## config.mk

```make
export PLATFORM = sky130hd
export DESIGN_NAME = uart_tx
export DESIGN_NICKNAME = d
export VERILOG_FILES = /design/src/rtl/uart_pkg.sv /design/src/rtl/uart_tx.sv
export SDC_FILE = /design/constraint.sdc
export NUM_CORES = 1
export LEC_CHECK = 0
export ABC_AREA = 1
export BUFFER_PORTS_ARGS = -buffer_cell sky130_fd_sc_hd__buf_2
export CAP_MARGIN = 20
export CORE_MARGIN = 5
export CORE_UTILIZATION = 25
export CTS_BUF_LIST = sky130_fd_sc_hd__clkbuf_4 sky130_fd_sc_hd__clkbuf_8
export CTS_CLUSTER_SIZE = 14
export DETAILED_ROUTE_END_ITERATION = 8
export PLACE_DENSITY = 0.4
export RECOVER_POWER = 50
export SETUP_SLACK_MARGIN = 0.02
export SYNTH_ARGS = -nofsm -noshare
export SYNTH_HDL_FRONTEND = slang
export SYNTH_SLANG_ARGS = --single-unit
```

## constraint.sdc

```tcl
create_clock -name clk -period 3.1 [get_ports clk]
set_clock_uncertainty 0.05 [all_clocks]
set_input_delay 0.62 -clock clk [delete_from_list [all_inputs] [get_ports clk]]
set_output_delay 0.62 -clock clk [all_outputs]
set_load 0.1 [all_outputs]
```

## src/rtl/uart_pkg.sv

```systemverilog
// Shared UART definitions: transmitter state encoding and the oversampling ratio
// common to the transmitter and receiver.
package uart_pkg;

  localparam int OVERSAMPLE = 16;

  typedef enum logic [2:0] {
    IDLE,
    START,
    DATA,
    PARITY,
    STOP
  } tx_state_t;

endpackage

```

## src/rtl/uart_tx.sv

```systemverilog
// UART serializer: start bit, DBIT data bits LSB first, optional parity, stop bit(s),
// each bit timed by counting 16x oversampling ticks from the baud divisor.
module uart_tx
  import uart_pkg::*;
#(
  parameter int DBIT    = 8,
  parameter int SB_TICK = 16,
  parameter int PAR_EN  = 0,
  parameter int PAR_ODD = 0
) (
  input  logic            clk,
  input  logic            reset,
  input  logic            s_tick,
  input  logic            tx_start,
  input  logic [DBIT-1:0] din,
  output logic            tx_busy,
  output logic            tx_done_tick,
  output logic            tx
);

  localparam int NW = (DBIT > 1) ? $clog2(DBIT) : 1;
  localparam logic [4:0]    S_BIT_LAST  = 5'(OVERSAMPLE - 1);
  localparam logic [4:0]    S_STOP_LAST = 5'(SB_TICK - 1);
  localparam logic [NW-1:0] N_LAST      = NW'(DBIT - 1);

  tx_state_t       state_reg, state_next;
  logic [4:0]      s_reg, s_next;
  logic [NW-1:0]   n_reg, n_next;
  logic [DBIT-1:0] b_reg, b_next;
  logic            p_reg, p_next;
  logic            tx_reg, tx_next;
  logic            busy_reg;
  logic            done_next;

  always_ff @(posedge clk) begin
    if (reset) begin
      state_reg <= IDLE;
      s_reg     <= '0;
      n_reg     <= '0;
      b_reg     <= '0;
      p_reg     <= 1'b0;
      tx_reg    <= 1'b1;
      busy_reg  <= 1'b0;
    end else begin
      state_reg <= state_next;
      s_reg     <= s_next;
      n_reg     <= n_next;
      b_reg     <= b_next;
      p_reg     <= p_next;
      tx_reg    <= tx_next;
      busy_reg  <= (state_next != IDLE);
    end
  end

  always_comb begin
    state_next = state_reg;
    s_next     = s_reg;
    n_next     = n_reg;
    b_next     = b_reg;
    p_next     = p_reg;
    done_next  = 1'b0;

    case (state_reg)
      IDLE: begin
        // A tick coinciding with acceptance is deliberately not counted.
        if (tx_start) begin
          b_next     = din;
          p_next     = (^din) ^ (PAR_ODD != 0);
          s_next     = '0;
          n_next     = '0;
          state_next = START;
        end
      end
      START: begin
        if (s_tick) begin
          if (s_reg == S_BIT_LAST) begin
            s_next     = '0;
            state_next = DATA;
          end else begin
            s_next = s_reg + 5'd1;
          end
        end
      end
      DATA: begin
        if (s_tick) begin
          if (s_reg == S_BIT_LAST) begin
            s_next = '0;
            b_next = b_reg >> 1;
            if (n_reg == N_LAST) begin
              state_next = (PAR_EN != 0) ? PARITY : STOP;
            end else begin
              n_next = n_reg + 1'b1;
            end
          end else begin
            s_next = s_reg + 5'd1;
          end
        end
      end
      PARITY: begin
        if (s_tick) begin
          if (s_reg == S_BIT_LAST) begin
            s_next     = '0;
            state_next = STOP;
          end else begin
            s_next = s_reg + 5'd1;
          end
        end
      end
      STOP: begin
        if (s_tick) begin
          if (s_reg == S_STOP_LAST) begin
            s_next     = '0;
            done_next  = 1'b1;
            state_next = IDLE;
          end else begin
            s_next = s_reg + 5'd1;
          end
        end
      end
      default: state_next = IDLE;
    endcase

    // Line level is decoded from the upcoming state and registered, so tx never glitches.
    case (state_next)
      START:   tx_next = 1'b0;
      DATA:    tx_next = b_next[0];
      PARITY:  tx_next = p_next;
      default: tx_next = 1'b1;
    endcase
  end

  assign tx           = tx_reg;
  assign tx_busy      = busy_reg;
  assign tx_done_tick = done_next & ~reset;

endmodule

```

==> flow_metrics.tcl, run 1 <==
set metrics [dict create \
    vias 1267 \
    start_util 0.261 \
    cts_resized 0 \
    root_buffer "clkbuf_8" \
    layout_min_cycle_time_ns 2.71 \
    critPathTopFamily "simple AND/OR/NAND/NOR gates" \
    cp_num_cells 6 \
    clkPwrFrac 0.385 \
    synth_area_um2 1360 \
    synth-seq-area-share 0.324 \
    dp.final_hpwl_um 2400 \
    wl_per_cell_um 10.4 \
    grt_max_degree 15 \
    yosys_warnings 0 \
    worstSetupPathType "reg -> out" \
    antenna_found_initial 0 \
    die_w_um 83.7 \
    power_frac_seq 0.440 \
    multi_input_area_um2 756 \
    rsz0062_at_grt "false" \
    yosysUniqueCellTypes 29 \
    cts_setup_buffers 0 \
    num_rows 26 \
    clock-sinks 22 \
    cts_buffers 3 \
    mostFrequentLayoutCell "nand2_1" \
    critPathMaxStageDelay_ns 0.45 \
    clockBufferDepth 2 \
    crit_chain "ha_1 > nand3_2 > nor2_4 > nand2_1 > nor3_2 > buf_2" \
    core_um2 5200 \
    area_delta_synth_final_pct 13.4 \
    antenna_left 0 \
    clk_latency_ns 0.26 \
    fin_crit_sh 0.875 \
    cts_max_level 1 \
    slew-limit-headroom 0.141 \
    grt_use_total 0.0926 \
    syn_inst 210 \
    fmax_mhz 369 \
    drive_gt1_frac 0.124 \
    maxSlewViolCount 0 \
    required_ns 2.43 \
    drc 0 \
    final_cell_mix "nand2_1 (78), inv_1 (26), dfxtp_1 (22)" \
    dieArea_um2 7000 \
    crit_path_end_kind "output port" \
    vias_per_cell 4.28 \
    crit_path_start_kind "flip-flop" \
    hold_buffers 0 \
    slowest_stage "buf_2" \
    largest_register_ffs 8 \
    fill_cells 606 \
    hold_class "reg -> reg" \
    hold_viol 0 \
    tightest_slew_ns 1.28 \
    cts_tree "yes" \
    regArea_um2 440 \
    wirelength_um 3090 \
    cp.arrival_ns 2.04 \
    finalPower_mw 0.694 \
    status "finished clean" \
    dieHeight_um 83.7 \
    swShare 0.268 \
    gp_congestion 0.711 \
    fin_area_um2 1540 \
    ys_seq_elements 22 \
    ir_drop_uv 209 \
    whs_path_depth 2 \
    layout.nets 242 \
    port_buffers 14 \
    diodes 0 \
    p_leak_nw 0.764 \
    grt_overflow 0 \
    syn-num-nets 225 \
    drtIter0Drc 46 \
    rr_worst_depth 6 \
    cellPowerDensity_nw_per_um2 451 \
    comb_power_share 0.175 \
    ios 15 \
    path_buf_inv 1 \
    first_pass_iters 4 \
    avgSynthCellArea_um2 6.46 \
    grt_pass1_wl_um 5460 \
    worst-path-max-fanout 10 \
    grt_pass1_vias 1245 \
    internal-power_mw 0.508 \
    dpl-instance-area_um2 1510 \
    setup_tns_ns 0 \
    max-cap-violations 0 \
    path_clk_slew_ns 0.08 \
    setup_viol 0 \
    p_sw_mw 0.186 \
]
power groups by stage:
stage | combinational [mW] | sequential [mW] | clock [mW]
2_1_floorplan | 0.0792 | 0.327 | 0
3_3_place_gp | 0.131 | 0.312 | 0
4_1_cts | 0.129 | 0.306 | 0.280
5_1_grt | 0.142 | 0.308 | 0.292
6_report | 0.121 | 0.305 | 0.267
3_5_place_dp | 0.129 | 0.312 | 0
cell families after synthesis:
| family | share of synthesized area |
|---|---|
| AO/OA/AOI/OAI | 0.159 |
| XOR/XNOR | 0.00645 |
| flip-flops | 0.324 |
| adder cells (fa/ha/maj) | 0.0277 |
| buffers and inverters | 0.0922 |
| AND/OR/NAND/NOR | 0.391 |
cells in the mapped netlist (all sizes together):
cell,count,area share
nand2,79,0.23
inv,31,0.086
dfxtp,22,0.32
nor2,20,0.068
nand3,15,0.076
a21oi,11,0.049
o21ai,11,0.041
a32oi,6,0.039
ha,3,0.028
nor3,3,0.015
a21boi,1,0.0055
a22oi,1,0.0055
a31oi,1,0.0046
buf,1,0.0037
clkbuf,1,0.0028
o21a,1,0.0055
o22ai,1,0.0092
or2,1,0.0046
xnor2,1,0.0065
per-layer routing:
metal | global-route usage | share of wire | vias up
li1 | - | - | 703
met2 | 0.148 | 0.45 | 6
met3 | 0.0247 | 0.019 | 4
met4 | 0.0219 | 0.010 | 0
met5 | 0 | 0 | -
met1 | 0.124 | 0.52 | 554
stage by stage:
stage	instances	hold slack, ns	util	setup WS, ns
2_1_floorplan	210	0.391	-	0.312
3_3_place_gp	292	0.413	0.290	0.830
4_1_cts	296	0.425	0.304	0.475
3_5_place_dp	292	0.412	0.290	0.787
6_report	296	0.420	0.296	0.387
5_1_grt	296	0.451	0.296	0.246
worst register-to-register path, delay by kind of cell (launching register included):
kind                   cells  cell delay, ns
AND/OR/NAND/NOR            3            1.26
AO/OA/AOI/OAI              2            0.38
flip-flops                 1            0.34
buffers and inverters      1            0.09
area by class of cell:
class                      instances  area share
clock buffer                       3      0.0268
clock inverter                     1      0.0195
inverter                          31      0.0756
multi-input combinational        155       0.491
sequential                        22       0.286
tap                               70      0.0569
timing repair buffer              14      0.0439
final timing paths:
check | to | slack [ns] | start
setup / recovery | tx_done_tick | 0.39 | s_reg[0]$_SDFFE_PP0P_
hold / removal | b_reg[3]$_SDFFE_PP0P_ | 0.42 | b_reg[3]$_SDFFE_PP0P_
setup reg to reg | b_reg[6]$_SDFFE_PP0P_ | 0.87 | state_reg[2]$_SDFF_PP0_
hold reg to reg | b_reg[3]$_SDFFE_PP0P_ | 0.42 | b_reg[3]$_SDFFE_PP0P_
Note: power is estimated with default switching activity, not from simulation.
==> run 2: changes to the inputs <==
- CELL_PAD_IN_SITES_DETAIL_PLACEMENT: not set -> 0
- CELL_PAD_IN_SITES_GLOBAL_PLACEMENT: not set -> 1
- PLACE_DENSITY: 0.4 -> 0.52
==> flow_metrics.tcl, run 2 (synthesis gave the netlist of run 1 again) <==
set metrics [dict create \
    layout_min_cycle_time_ns 2.72 \
    slew-limit-headroom 0.218 \
    ios 15 \
    dp_slack_ns 0.780 \
    critPathMaxStageDelay_ns 0.44 \
    dieHeight_um 83.7 \
    max-cap-violations 0 \
    vias_per_cell 4.18 \
    antenna_left 0 \
    setup_slack_ns 0.381 \
    area_delta_synth_final_pct 11.0 \
    ir_drop_uv 195 \
    first_pass_iters 4 \
    crit_chain "ha_1 > nand3_2 > nor2_4 > nand2_1 > nor3_2 > buf_2" \
    drive_gt1_frac 0.120 \
    worstSetupPathType "reg -> out" \
    slowest_stage "buf_2" \
    wl_per_cell_um 11.1 \
    fin_crit_sh 0.877 \
    hold_viol 0 \
    diodes 0 \
    cts_resized 0 \
    antenna_found_initial 0 \
    layout.nets 242 \
    largest_register_ffs 8 \
    hold_buffers 0 \
    vias 1234 \
    final_cell_mix "nand2_1 (77), inv_1 (27), dfxtp_1 (22)" \
    clk_latency_ns 0.26 \
    crit_path_end_kind "output port" \
    dieArea_um2 7000 \
    cts_tree "yes" \
    crit_path_start_kind "flip-flop" \
    status "finished clean" \
    maxSlewViolCount 0 \
    port_buffers 14 \
    p_leak_nw 0.754 \
    root_buffer "clkbuf_8" \
    cp.arrival_ns 2.05 \
    die_w_um 83.7 \
    clockBufferDepth 2 \
    setup_tns_ns 0 \
    cts_max_level 1 \
    worst-path-max-fanout 10 \
    num_rows 26 \
    path_buf_inv 1 \
    dp.final_hpwl_um 2530 \
    finalNonFillerCells 295 \
    critPathTopFamily "simple AND/OR/NAND/NOR gates" \
    cts_buffers 3 \
    wirelength_um 3290 \
    cts_setup_buffers 0 \
    grt_pass1_wl_um 5640 \
    tightest_slew_ns 1.16 \
    required_ns 2.43 \
    rsz0062_at_grt "false" \
    path_clk_slew_ns 0.08 \
    mostFrequentLayoutCell "nand2_1" \
    dp.cells 292 \
    core_um2 5200 \
    grt_use_total 0.0968 \
    hold_class "reg -> reg" \
    grt_pass1_vias 1224 \
    grt_max_degree 15 \
    fmax_mhz 368 \
    gp_congestion 0.764 \
    cellPowerDensity_nw_per_um2 399 \
    whs_ns 0.416 \
    drtIter0Drc 39 \
    drc 0 \
    grt_overflow 0 \
    fin_util 0.289 \
    setup_viol 0 \
    start_util 0.261 \
    clock-sinks 22 \
]
[run 2: final cells by class]
class / count / area [um2]
Fill cell: 596 / 3700
Timing Repair Buffer: 14 / 67.6
Tap cell: 70 / 87.6
Inverter: 31 / 116
Clock buffer: 3 / 41.3
Multi-Input combinational cell: 155 / 753
Sequential cell: 22 / 440
[run 2: final timing paths]
check,depth (start not counted),slack [ns],from,end
setup / recovery,6,0.38,s_reg[1]$_SDFFE_PP0P_,tx_done_tick
hold / removal,2,0.42,b_reg[7]$_SDFFE_PP0P_,b_reg[7]$_SDFFE_PP0P_
setup reg to reg,6,0.94,state_reg[2]$_SDFF_PP0_,b_reg[6]$_SDFFE_PP0P_
hold reg to reg,2,0.42,b_reg[7]$_SDFFE_PP0P_,b_reg[7]$_SDFFE_PP0P_
[run 2: metal layers]
layer | wire [um] | vias up | track usage
met4 | 17 | 0 | 0.0175
met2 | 1360 | 8 | 0.155
li1 | - | 705 | -
met1 | 1830 | 519 | 0.132
met3 | 81 | 2 | 0.0247
met5 | 0 | - | 0
[run 2: tightest hold or removal path: stages (launching register included)]
cell     delay [ns]
dfxtp_1        0.31
nand2_1        0.06
a21oi_1        0.05
[run 2: metrics by stage]
stage	power, mW	instance area (um2)
after floorplan	0.407	1360
after global placement	0.445	1510
after detailed placement	0.442	1510
after CTS	0.620	1550
after global routing	0.647	1510
final	0.601	1510
[run 2: report_power, final]
part           switching [mW]  total [mW]  internal [mW]  leakage, nW
Combinational          0.0858       0.123         0.0373        0.552
Clock                  0.0864       0.173         0.0866       0.0216
Sequential            0.00727       0.305          0.298        0.180
==> run 3: changes to the inputs <==
- ABC_AREA: 1 -> not set
- PLACE_DENSITY: 0.52 -> 0.49
- SKIP_LAST_GASP: not set -> 1
==> flow_metrics.tcl, run 3 <==
set metrics [dict create \
    required_ns 2.43 \
    avgSynthCellArea_um2 8.59 \
    clockBufferDepth 2 \
    dieHeight_um 80.1 \
    synth.area.top_cells "dfxtp_1 (36%), a21oi_1 (5.3%), xnor2_1 (5.0%), a221oi_1 (4.3%), a22o_1 (4.3%)" \
    vias 1128 \
    antenna_found_initial 0 \
    slowest_stage "buf_2" \
    synth_edf_count 0 \
    ys_seq_elements 22 \
    dieArea_um2 6420 \
    maxSlewViolCount 0 \
    dp.cells 217 \
    die_w_um 80.1 \
    reg2reg_from "state_reg[2]$_SDFF_PP0_" \
    path_buf_inv 1 \
    grt_pass1_wl_um 5190 \
    hold_class "reg -> reg" \
    tightest_slew_ns 1.17 \
    core_um2 4750 \
    num_rows 25 \
    cp-startpoint "s_reg[0]$_SDFFE_PP0P_" \
    fmax_mhz 381 \
    cp.arrival_ns 1.95 \
    cp_num_cells 5 \
    crit_chain "ha_1 > and3_1 > nand3_1 > nor3b_2 > buf_2" \
    vias_per_cell 5.10 \
    worst-path-max-fanout 6 \
    area_delta_synth_final_pct 15.0 \
    fill_cells 538 \
    root_buffer "clkbuf_8" \
    gp_congestion 0.746 \
    fin_crit_sh 0.846 \
    port_buffers 14 \
    rr_endpoint "s_reg[2]$_SDFFE_PP0P_" \
    comb_power_share 0.154 \
    grt_max_degree 24 \
    rsz0062_at_grt "false" \
    cts_max_level 1 \
    crit_path_end_kind "output port" \
    internal-power_mw 0.510 \
    synth-seq-area-share 0.358 \
    clkPwrFrac 0.399 \
    yosysUniqueCellTypes 45 \
    syn_inst 143 \
    synth_area_um2 1230 \
    hold_viol 0 \
    cts_buffers 3 \
    ir_drop_uv 238 \
    critPathTopFamily "simple AND/OR/NAND/NOR gates" \
    syn-num-nets 158 \
    first_pass_iters 4 \
    wirelength_um 3120 \
    drtIter0Drc 45 \
    crit_path_start_kind "flip-flop" \
    max-cap-violations 0 \
    worstSetupPathType "reg -> out" \
    fin_area_um2 1410 \
    slew-limit-headroom 0.226 \
    ys_top_cells_by_count "dfxtp_1 (22), a21oi_1 (13), nor2_1 (11), nand3_1 (7), xnor2_1 (7)" \
    swShare 0.259 \
    clk_latency_ns 0.27 \
    p_sw_mw 0.178 \
    grt_pass1_vias 1053 \
    yosys_warnings 0 \
    wl_per_cell_um 14.1 \
    dp.final_hpwl_um 2220 \
    grt_use_total 0.104 \
    cellPowerDensity_nw_per_um2 487 \
    setup_slack_ns 0.476 \
    setup_tns_ns 0 \
    synth_top_cell_by_area "dfxtp_1" \
    rr_worst_depth 5 \
    power_frac_seq 0.447 \
    path_clk_slew_ns 0.09 \
    crit_end "tx_done_tick" \
    dp_slack_ns 0.547 \
    antenna_left 0 \
    drc 0 \
    cts_setup_buffers 0 \
    ios 15 \
    drive_gt1_frac 0.136 \
    synthMostInstantiatedCell "dfxtp_1" \
    rrSetupSlack_ns 0.75 \
    p_leak_nw 0.488 \
    largest_register_ffs 8 \
    grt_overflow 0 \
    cts_resized 0 \
    setup_viol 0 \
    synthFlopType "dfxtp_1" \
    hold_buffers 0 \
    diodes 0 \
    layout_min_cycle_time_ns 2.62 \
    dpl-instance-area_um2 1360 \
    synth_top_area_share 0.358 \
    final_cell_mix "dfxtp_1 (22), a21oi_1 (13), buf_2 (12)" \
    critPathMaxStageDelay_ns 0.45 \
    clock-sinks 22 \
    status "finished clean" \
    finalNonFillerCells 221 \
    start_util 0.258 \
    cts_tree "yes" \
    async_flop_share 0 \
    layout.nets 170 \
    mostFrequentLayoutCell "dfxtp_1" \
]
-- run 3: worst min-delay path by stage --
stage / cells after the start / slack, ns / start / end
after CTS: 2 / 0.43 / n_reg[2]$_SDFFE_PP0P_ / n_reg[2]$_SDFFE_PP0P_
after floorplan: 2 / 0.40 / n_reg[1]$_SDFFE_PP0P_ / n_reg[1]$_SDFFE_PP0P_
after detailed placement: 2 / 0.42 / n_reg[2]$_SDFFE_PP0P_ / n_reg[2]$_SDFFE_PP0P_
after global routing: 2 / 0.45 / n_reg[2]$_SDFFE_PP0P_ / n_reg[2]$_SDFFE_PP0P_
final: 2 / 0.42 / n_reg[2]$_SDFFE_PP0P_ / n_reg[2]$_SDFFE_PP0P_
after global placement: 2 / 0.41 / s_reg[1]$_SDFFE_PP0P_ / s_reg[1]$_SDFFE_PP0P_
-- run 3: worst reg2reg max path: cells and delay by family (launching register included) --
| family | cells | cell delay (ns) |
|---|---|---|
| simple gates | 2 | 0.88 |
| buf+inv | 1 | 0.49 |
| flops | 1 | 0.47 |
| compound gates | 2 | 0.40 |
-- run 3: metrics by stage --
step	hold WS, ns	util	power (mW)
6_report	0.424	0.297	0.688
5_1_grt	0.446	0.297	0.729
2_1_floorplan	0.397	-	0.394
3_5_place_dp	0.417	0.286	0.423
3_3_place_gp	0.410	0.286	0.423
4_1_cts	0.432	0.301	0.705
-- run 3: power by group through the flow --
stage	combinational (mW)	sequential, mW	clock [mW]
after global placement	0.110	0.313	0
after CTS	0.110	0.307	0.287
after global routing	0.120	0.309	0.300
after detailed placement	0.110	0.313	0
final	0.106	0.307	0.275
after floorplan	0.0703	0.324	0
-- run 3: layer usage --
metal | part of all wire | track usage
met5 | 0 | 0
met4 | 0.012 | 0.0304
met3 | 0.037 | 0.0269
met2 | 0.46 | 0.164
met1 | 0.49 | 0.138
-- run 3: cell type report --
cell class	instances	area, um2	share of cell area
well taps	67	83.8	0.0593
clock buffers	3	41.3	0.0292
flip-flops and latches	22	440	0.312
repair buffers	15	71.3	0.0505
clock inverters	1	30.0	0.0213
inverters	3	11.3	0.00797
multi-input cells	110	734	0.520
-- run 3: cell families (layout without fill, tap and decap cells) --
kind of cell,after synthesis,count (layout),share of synthesized area
AO/OA/AOI/OAI,42,42,0.236
buffers and inverters,11,22,0.0377
flip-flops,22,22,0.358
adder cells (fa/ha/maj),3,3,0.0306
multiplexers,1,1,0.00815
XOR/XNOR,8,8,0.0570
AND/OR/NAND/NOR,56,56,0.272
